File: src/rtl/widen_pack.sv
// rtl/widen_pack.sv - narrow-to-wide packer, first token in the LSB slice, registered output.
module widen_pack #(
  parameter int INPUT_TYPE  = 8,
  parameter int OUTPUT_TYPE = 32
) (
  input  logic                   clk,
  input  logic                   rst,
  input  logic [INPUT_TYPE-1:0]  ins,
  input  logic                   ins_valid,
  output logic                   ins_ready,
  output logic [OUTPUT_TYPE-1:0] outs,
  output logic                   outs_valid,
  input  logic                   outs_ready
);

  localparam int RATIO = OUTPUT_TYPE / INPUT_TYPE;
  localparam int CW    = (RATIO > 1) ? $clog2(RATIO) : 1;

  logic                   last;
  logic [OUTPUT_TYPE-1:0] wide;
  logic                   in_xfer;
  logic                   out_xfer;
  logic [OUTPUT_TYPE-1:0] outs_q, outs_d;
  logic                   full_q, full_d;

  // Only the last slice competes for the output register; earlier slices go to staging.
  assign ins_ready  = ~last | ~full_q | outs_ready;
  assign in_xfer    = ins_valid & ins_ready;
  assign out_xfer   = full_q & outs_ready;
  assign outs       = outs_q;
  assign outs_valid = full_q;

  generate
    if (RATIO > 1) begin : g_stage
      localparam int SW = (RATIO - 1) * INPUT_TYPE;
      logic [CW-1:0] cnt_q, cnt_d;
      logic [SW-1:0] stg_q, stg_d;

      assign last = (cnt_q == CW'(RATIO - 1));
      assign wide = {ins, stg_q};

      always_comb begin
        cnt_d = cnt_q;
        stg_d = stg_q;
        if (in_xfer) begin
          if (last) begin
            cnt_d = '0;
          end else begin
            cnt_d = cnt_q + CW'(1);
            for (int i = 0; i < RATIO - 1; i++) begin
              if (cnt_q == CW'(i)) stg_d[i*INPUT_TYPE +: INPUT_TYPE] = ins;
            end
          end
        end
      end

      always_ff @(posedge clk or posedge rst) begin
        if (rst) begin
          cnt_q <= '0;
          stg_q <= '0;
        end else begin
          cnt_q <= cnt_d;
          stg_q <= stg_d;
        end
      end
    end else begin : g_pass
      // Zero-width staging: every token is a last slice.
      assign last = 1'b1;
      assign wide = ins;
    end
  endgenerate

  always_comb begin
    outs_d = outs_q;
    full_d = full_q;
    if (in_xfer && last) begin
      outs_d = wide;
      full_d = 1'b1;
    end else if (out_xfer) begin
      full_d = 1'b0;
    end
  end

  always_ff @(posedge clk or posedge rst) begin
    if (rst) begin
      outs_q <= '0;
      full_q <= 1'b0;
    end else begin
      outs_q <= outs_d;
      full_q <= full_d;
    end
  end

endmodule

File: config.mk
export PLATFORM = sky130hd
export DESIGN_NAME = widen_pack
export DESIGN_NICKNAME = d
export VERILOG_FILES = /design/src/rtl/widen_pack.sv
export SDC_FILE = /design/constraint.sdc
export NUM_CORES = 1
export LEC_CHECK = 0
export CAP_MARGIN = 20
export CORE_UTILIZATION = 40
export DETAILED_ROUTE_END_ITERATION = 7
export DONT_BUFFER_PORTS = 1
export HOLD_SLACK_MARGIN = 0.1
export PLACE_DENSITY_LB_ADDON = 0.25
export REMOVE_ABC_BUFFERS = 1
export SLEW_MARGIN = 25
export SYNTH_ARGS = -nofsm -noshare
export SYNTH_HDL_FRONTEND = slang
export SYNTH_SLANG_ARGS = --single-unit
File: constraint.sdc
create_clock -name clk -period 1.5 [get_ports clk]
set_input_delay 0.075 -clock clk [delete_from_list [all_inputs] [get_ports clk]]
set_output_delay 0.075 -clock clk [all_outputs]
set_load 0.01 [all_outputs]
Word-level counts from Yosys, hierarchy flattened
Index checks and enable logic that the tools add are counted.
{"block": "totals", "regBits": 59, "wordCells": 25, "in_bits": 12}
{"block": "op_classes", "bitwise": 6, "n_reduce_logical": 6, "n_eq_ne": 3, "n_mux": 3, "add_sub_neg": 1}
{"op": "$reduce_and A3 Y1", "count": 3}
{"op": "$eq A2 B2 Y1 const B", "count": 2}
{"op": "$add A2 B1 Y2 const B", "count": 1}
{"op": "$and A1 B1 Y1", "count": 2}
{"op": "$eq A2 B1 Y1 const B", "count": 1}
{"op": "$logic_not A2 Y1", "count": 1}
{"op": "$mux W1", "count": 2}
{"op": "$mux W2", "count": 1}
{"op": "$not A1 Y1", "count": 2}
{"op": "$or A1 B1 Y1", "count": 2}
{"op": "$reduce_bool A2 Y1", "count": 1}
{"op": "$logic_and A1 B1 Y1", "count": 1}

Longest topological paths before layout
Gate-level depths: netlist of run 1.
{"block": "logic_depth", "ltp_word": 7, "mapped_depth": 5}

Least setup slack after synthesis of run 1
Ideal clock, no wire load.
{"block": "synth_path", "kind": "register to register", "start": "reg g_stage.cnt_q[0]", "end": "reg outs_q[24], in the netlist outs[24]", "path_stages_with_launch": 6, "path_buffers": 1, "required_ps": 1375, "setup_ps": 125, "arrival_time_ps": 1331, "slack_ps": 44, "path_cell_list": "dfrtp_1 -> ha_1 -> nand2_1 -> a21oi_4 -> buf_6 -> mux2_2"}
{"block": "synth_via", "elab_chain_len": 6}
{"item": "start, declared", "line_no": "36", "rtl": "logic [CW-1:0] cnt_q, cnt_d;"}
{"item": "start signal, assigned", "line_no": "62", "rtl": "cnt_q <= cnt_d;"}
{"item": "$eq A2 B2 Y1 *", "line_no": "39", "rtl": "assign last = (cnt_q == CW'(RATIO - 1));"}
{"item": "$not A1 Y1 (no line)"}
{"item": "$or A1 B1 Y1 (2 in a row)", "line_no": "27", "rtl": "assign ins_ready = ~last | ~full_q | outs_ready;"}
{"item": "$and A1 B1 Y1", "line_no": "28", "rtl": "assign in_xfer = ins_valid & ins_ready;"}
{"item": "$logic_and A1 B1 Y1 *", "line_no": "76", "rtl": "if (in_xfer && last) begin"}
{"item": "end signal, assigned", "line_no": "89", "rtl": "outs_q <= outs_d;"}
{"item": "end, declared", "line_no": "23", "rtl": "logic [OUTPUT_TYPE-1:0] outs_q, outs_d;"}
Every way passes the cells marked *; elsewhere a longest branch is shown, timed or not.
A chain may end at the register's enable or synchronous reset.

Worst setup path in the final report of run 1
{"block": "layout_path", "start": "reg g_stage.cnt_q[0]", "end": "reg g_stage.stg_q[0]"}
{"block": "layout_via", "elab_chain_len": 6, "word_cells_on_any_way": 7}
{"item": "$eq A2 B2 Y1", "line_no": "39"}
{"item": "$not A1 Y1 (no line)"}
{"item": "$or A1 B1 Y1 (2 in a row)", "line_no": "27"}
{"item": "$and A1 B1 Y1", "line_no": "28"}
{"item": "$reduce_and A3 Y1 (no line) *"}
{"item": "end signal, assigned", "line_no": "63", "rtl": "stg_q <= stg_d;"}
{"item": "end, declared", "line_no": "37", "rtl": "logic [SW-1:0] stg_q, stg_d;"}
Marked as above.

==> summary.txt, run 1 <==
Status -> finished with violations
Failing checks -> setup timing
Drc violations -> 0
Sw Pwr -> 0.00203 W
Routed vias/inst -> 5.06
Seq/Total Area, Yosys -> 0.644
Clock sinks -> 59
CTS tree -> built
Clock buffer depth -> 2
Placer Congestion -> 0.666
Max incr delay on CP -> 410 ps
CP Capture Type -> flop
Final Worst Setup Slack -> -5.65 ps
Core area -> 5510 um2
Vias in the first global route -> 1405
Total track usage -> 0.159
Drt wl/cell -> 18.2 um
Pwr Total -> 0.00664 W
H-tree Lvls -> 3
Crit start category -> flop
N_diodes -> 0
Comb power frac -> 0.313
Global-route wire length before repair -> 6990 um
# port buffers -> 0
Leak -> 1.33 nW
Synth Cell Area -> 2290 um2
Setup WS pre-CTS -> -78.3 ps
Synth warn -> 0
CP bufs+invs -> 0
Internal -> 0.00461 W
Die area -> 6040 um2
Rows -> 27
Setup Crit Path Kind -> reg -> reg
Total Routed Length -> 4490 um
Final hold violation count -> 0
Initial DRC Count -> 71
Synthesized area per cell -> 16.5 um2
Slew margin rel. -> 0.656
Antenna violations before repair -> 0
Crit path max fanout -> 8
Crit-path cells -> ha_4 > and2b_4 > nand2_4 > mux2_1
Peak VDD IR -> 0.000876 V
Worst hold-check path type -> in -> async
PwrDens -> 2230 nW/um2
Top FF cell, synth -> dfrtp_1
Die height -> 77.7 um
Setup TNS -> -5.65 ps
Die width -> 77.7 um
Filler cells -> 449
Fmax -> 664 MHz
HPWL Detailed -> 2760 um
Synth top cells by count -> dfrtp_1 (59), mux2_2 (53), inv_1 (5), ha_1 (4)
Largest area contributor in the netlist -> dfrtp_1
Fin. max-slew vios -> 0
Final ANT Viol Nets -> 0
Area grow syn2layout -> 29.7%
CTS clk-pin slew, worst paths -> 70 ps
Switching share of power -> 0.306
Most instantiated library cell after synthesis -> dfrtp_1
Worst-Skew Late Latency -> 330 ps
Clock share of power -> 0.213
TritonRoute pass-1 iters -> 5
Post-layout min period -> 1510 ps
Share of flip-flops with an asynchronous set or reset -> 1.00
Max cap viols -> 0
Total Nets Final -> 187
Worst Path Required -> 1710 ps
Top cells by area, synth -> dfrtp_1 (64%), mux2_2 (26%), ha_1 (2.2%), buf_6 (1.5%), mux2_1 (1.5%)
Synth cell types -> 16
# setup viols final -> 1
Slowest cell on the critical path -> dfrtp_1
Root buf cell -> clkbuf_8
Top delay family on crit path -> simple AND/OR/NAND/NOR gates
Post-synth EDFFs -> 0
Unrepaired setup endpoints after global routing -> yes
Layout cell share with drive strength beyond 1 -> 0.537
Maximum number of pins on one net before global-route repair -> 26
Sequential group share of total power -> 0.474
Grt ovf -> 0
Final Cycle Share -> 1.00
Post-Syn Instances -> 139
Num ports -> 46
Fin Clk Skew -> 8.60 ps
Synth top area share -> 0.644
#FFs+latches synth -> 59
Vias -> 1249
Num CTS Buffers -> 9
Worst path arrival time -> 1710 ps
Initial core utilization -> 0.416
Slew @ Worst Pin -> 516 ps
## timing repair
item / CTS / global route
gates cloned: 1 / 1
buffers inserted: 4 / 0
pin swaps: 1 / 1
endpoints found under the setup margin: 56 / 56
hold endpoints to repair: 58 / 0
resized for setup: 11 / 25
hold buffers: 12 / 0
## kinds of logic (layout without fill, tap and decap cells)
family,Yosys count,in the layout,synth area share
adders and majority gates,4,4,0.0218
muxes,56,56,0.275
AOI/OAI and AO/OA,5,5,0.0180
and+or+nand+nor,7,7,0.0185
DFF,59,59,0.644
buffers and inverters,8,44,0.0229
## cell usage in the layout, fill, tap and decap left out, types with 2 or more instances in the layout
cell type and instances:
nand2_4 3, buf_12 2, mux2_2 38, clkbuf_1 2
clkbuf_8 11, mux2_4 17, buf_4 7, inv_1 2
dfrtp_1 59, inv_2 2, dlygate4sd3_1 12, ha_4 4
## metrics by stage
stage	util	std cells	hold WS [ps]	area (um2)
global placement	0.439	214	13.3	2420
detailed placement	0.439	214	22.8	2420
global route	0.540	247	278	2970
finish	0.540	247	237	2970
floorplan	-	136	171	2260
CTS	0.515	246	252	2840
## per-layer routing
metal  vias up  global-route usage  wire length, um
met4         0              0.0811               86
met1       652               0.174             1890
met3         8              0.0647              283
met5         -                   0                0
met2        34               0.265             2240
li1        555                   -                -
## flip-flops by register name (all words and copies together) (netlist names)
signal and cells:
outs 32, g_stage.stg_q 24, g_stage.cnt_q 2, outs_valid 1
## power by group through the flow
stage	logic, W	registers (W)	clock network (W)
finish	0.00208	0.00315	0.00141
floorplan	0.00116	0.00298	0
CTS	0.00175	0.00312	0.00145
detailed placement	0.00149	0.00315	0
global placement	0.00138	0.00311	0
global route	0.00224	0.00324	0.00152
## path summary, 6_finish.rpt
check / endpoint / depth (start not counted) / slack [ps] / from
min: outs[14]$_DFFE_PP0P_ / 2 / 240 / rst
max: g_stage.stg_q[0]$_DFFE_PP0P_ / 4 / -6 / g_stage.cnt_q[0]$_DFFE_PP0N_
min reg2reg: g_stage.stg_q[21]$_DFFE_PP0P_ / 1 / 500 / g_stage.stg_q[21]$_DFFE_PP0P_
max reg2reg: g_stage.stg_q[0]$_DFFE_PP0P_ / 4 / -6 / g_stage.cnt_q[0]$_DFFE_PP0N_
max in group asynchronous: outs[13]$_DFFE_PP0P_ / 3 / 540 / rst
min in group clk: outs[23]$_DFFE_PP0P_ / 5 / 320 / ins_valid
## cell type report
class | count | area [um2] | share of cell area
clock buffers | 13 | 159 | 0.0534
clock inverters | 2 | 35.0 | 0.0118
inverters | 5 | 21.3 | 0.00715
multi-input cells | 72 | 911 | 0.306
flip-flops and latches | 59 | 1480 | 0.496
well taps | 72 | 90.1 | 0.0303
repair buffers | 24 | 282 | 0.0947
Note: power is estimated with default switching activity, not from simulation.
==> run 2, diff against run 1 <==
--- a/config.mk
+++ b/config.mk
@@ -5,6 +5,7 @@
 export SDC_FILE = /design/constraint.sdc
 export NUM_CORES = 1
 export LEC_CHECK = 0
+export ABC_AREA = 1
 export CAP_MARGIN = 20
 export CORE_UTILIZATION = 40
 export DETAILED_ROUTE_END_ITERATION = 7
==> summary.txt, run 2 <==
Status -> finished clean
Num ports -> 46
Rows -> 28
Seq/Total Area, Yosys -> 0.577
Pwr Total -> 0.00602 W
Antenna violations before repair -> 0
Setup slack, reg-to-reg -> 130 ps
Drt wl/cell -> 14.5 um
Synthesized area per cell -> 9.37 um2
Final hold violation count -> 0
Worst hold-check path type -> in -> reg
Peak VDD IR -> 0.000870 V
Drc violations -> 0
Total track usage -> 0.185
Final Worst Setup Slack -> 120 ps
Num CTS Buffers -> 9
Slowest cell on the critical path -> dfrtp_1
Largest register FFs -> 32
Routed vias/inst -> 5.02
Fin Clk Skew -> 9.40 ps
Final Cycle Share -> 0.920
Post-synth EDFFs -> 0
Root buf cell -> clkbuf_8
Synth top area share -> 0.577
Crit start category -> flop
Largest area contributor in the netlist -> dfrtp_1
CTS tree -> built
Worst setup path startpoint -> g_stage.cnt_q[1]$_DFFE_PP0N_
Setup Crit Path Kind -> reg -> out
Placer Congestion -> 0.765
Clock buffer depth -> 2
Fmax -> 725 MHz
Crit path max fanout -> 6
Vias in the first global route -> 1857
Filler cells -> 595
Unrepaired setup endpoints after global routing -> no
Die width -> 82.0 um
Synth Cell Area -> 2560 um2
Crit-path cells -> ha_4 > nand3_1 > buf_4
N_diodes -> 0
Reg2Reg Depth -> 4
Worst Hold End -> outs_valid$_DFFE_PP0P_
Setup WS pre-CTS -> -86.1 ps
Global-route wire length before repair -> 9030 um
Initial DRC Count -> 104
# setup viols final -> 0
Area grow syn2layout -> 16.0%
#FFs+latches synth -> 59
Reg2reg end -> outs[28]$_DFFE_PP0P_
Vias -> 1847
Synth warn -> 0
Initial core utilization -> 0.422
# port buffers -> 0
Post-layout min period -> 1380 ps
Layout cell share with drive strength beyond 1 -> 0.130
Hold Crit Depth -> 2
Post-Syn Instances -> 273
Slew margin rel. -> 0.747
Total Nets Final -> 304
Slew @ Worst Pin -> 380 ps
Grt ovf -> 0
Top cells by area, synth -> dfrtp_1 (58%), nand2_1 (21%), nand4_1 (7.8%), nor2_8 (3.1%), buf_6 (2.2%)
Top delay family on crit path -> flip-flops
Synth cell types -> 13
Core area -> 6060 um2
TritonRoute pass-1 iters -> 4
Worst path arrival time -> 1300 ps
Commonest non-fill, non-tap cell in the layout -> nand2_1
Max incr delay on CP -> 430 ps
H-tree Lvls -> 3
Clock sinks -> 59
Most instantiated library cell after synthesis -> nand2_1
CP Capture Type -> primary output
CP bufs+invs -> 1
Share of flip-flops with an asynchronous set or reset -> 1.00
Final ANT Viol Nets -> 0
PwrDens -> 2030 nW/um2
CTS clk-pin slew, worst paths -> 70 ps
FF-to-FF Start -> g_stage.cnt_q[1]$_DFFE_PP0N_
HPWL Detailed -> 3380 um
Total Routed Length -> 5350 um
Top FF cell, synth -> dfrtp_1
Worst Path Required -> 1420 ps
Max cap viols -> 0
Maximum number of pins on one net before global-route repair -> 60
Leak -> 1.60 nW
Synth top cells by count -> nand2_1 (143), dfrtp_1 (59), nand4_1 (32), buf_2 (9), inv_1 (7)
Min-delay src -> ins_valid
Die height -> 82.0 um
Fin. max-slew vios -> 0
Most frequent cells in the layout -> nand2_1 (143), dfrtp_1 (58), nand4_1 (32)
Die area -> 6720 um2
Worst-Skew Late Latency -> 340 ps
## run 2: kinds of logic after synthesis
group                    share of synthesized area
flip-flops                                   0.577
adder cells (fa/ha/maj)                     0.0196
buffers and inverters                       0.0528
AND/OR/NAND/NOR                              0.350
## run 2: stage by stage
stage	instances	utilization	instance area, um2	TNS, ps	hold slack (ps)
3_3_place_gp	340	0.430	2610	-156	47.8
5_1_grt	368	0.490	2970	0	198
3_5_place_dp	340	0.430	2610	-2270	49.5
2_1_floorplan	259	-	2460	-24380	185
6_report	368	0.490	2970	0	164
4_1_cts	368	0.489	2970	0	163
## run 2: layer usage
layer	global-route usage	wire length (um)	up-vias
met5	0	0	-
met4	0.0684	57	0
met3	0.0833	398	5
met2	0.271	2410	61
met1	0.239	2490	867
li1	-	-	914
## run 2: worst max path at each step
stage,endpoint,cells past startpoint,slack (ps)
CTS,ins_ready,3,70
floorplan,outs[0]$_DFFE_PP0P_,4,-450
global placement,outs[20]$_DFFE_PP0P_,4,-10
finish,ins_ready,3,120
detailed placement,outs[11]$_DFFE_PP0P_,4,-90
global route,outs[28]$_DFFE_PP0P_,4,20
## run 2: area by class of cell
type	instances	area, um2	area share
clock buffers	9	124	0.0417
clock inverters	7	92.6	0.0312
inverters	9	33.8	0.0114
multi-input cells	191	958	0.323
flip-flops and latches	59	1480	0.498
well taps	75	93.8	0.0316
repair buffers	18	188	0.0632
## run 2: timing repair
action	4_1_cts	5_1_grt
cloned	0	0
pin swaps	0	1
resized for setup	2	1
setup endpoints to repair	34	2
endpoints found under the hold margin	118	0
setup buffers	0	0
hold buffers	12	0
## run 2: power breakdown
| part | switching, W | internal (W) | total (W) |
|---|---|---|---|
| Sequential | 0.000638 | 0.00230 | 0.00293 |
| Combinational | 0.000948 | 0.000565 | 0.00151 |
| Clock | 0.000639 | 0.000930 | 0.00157 |
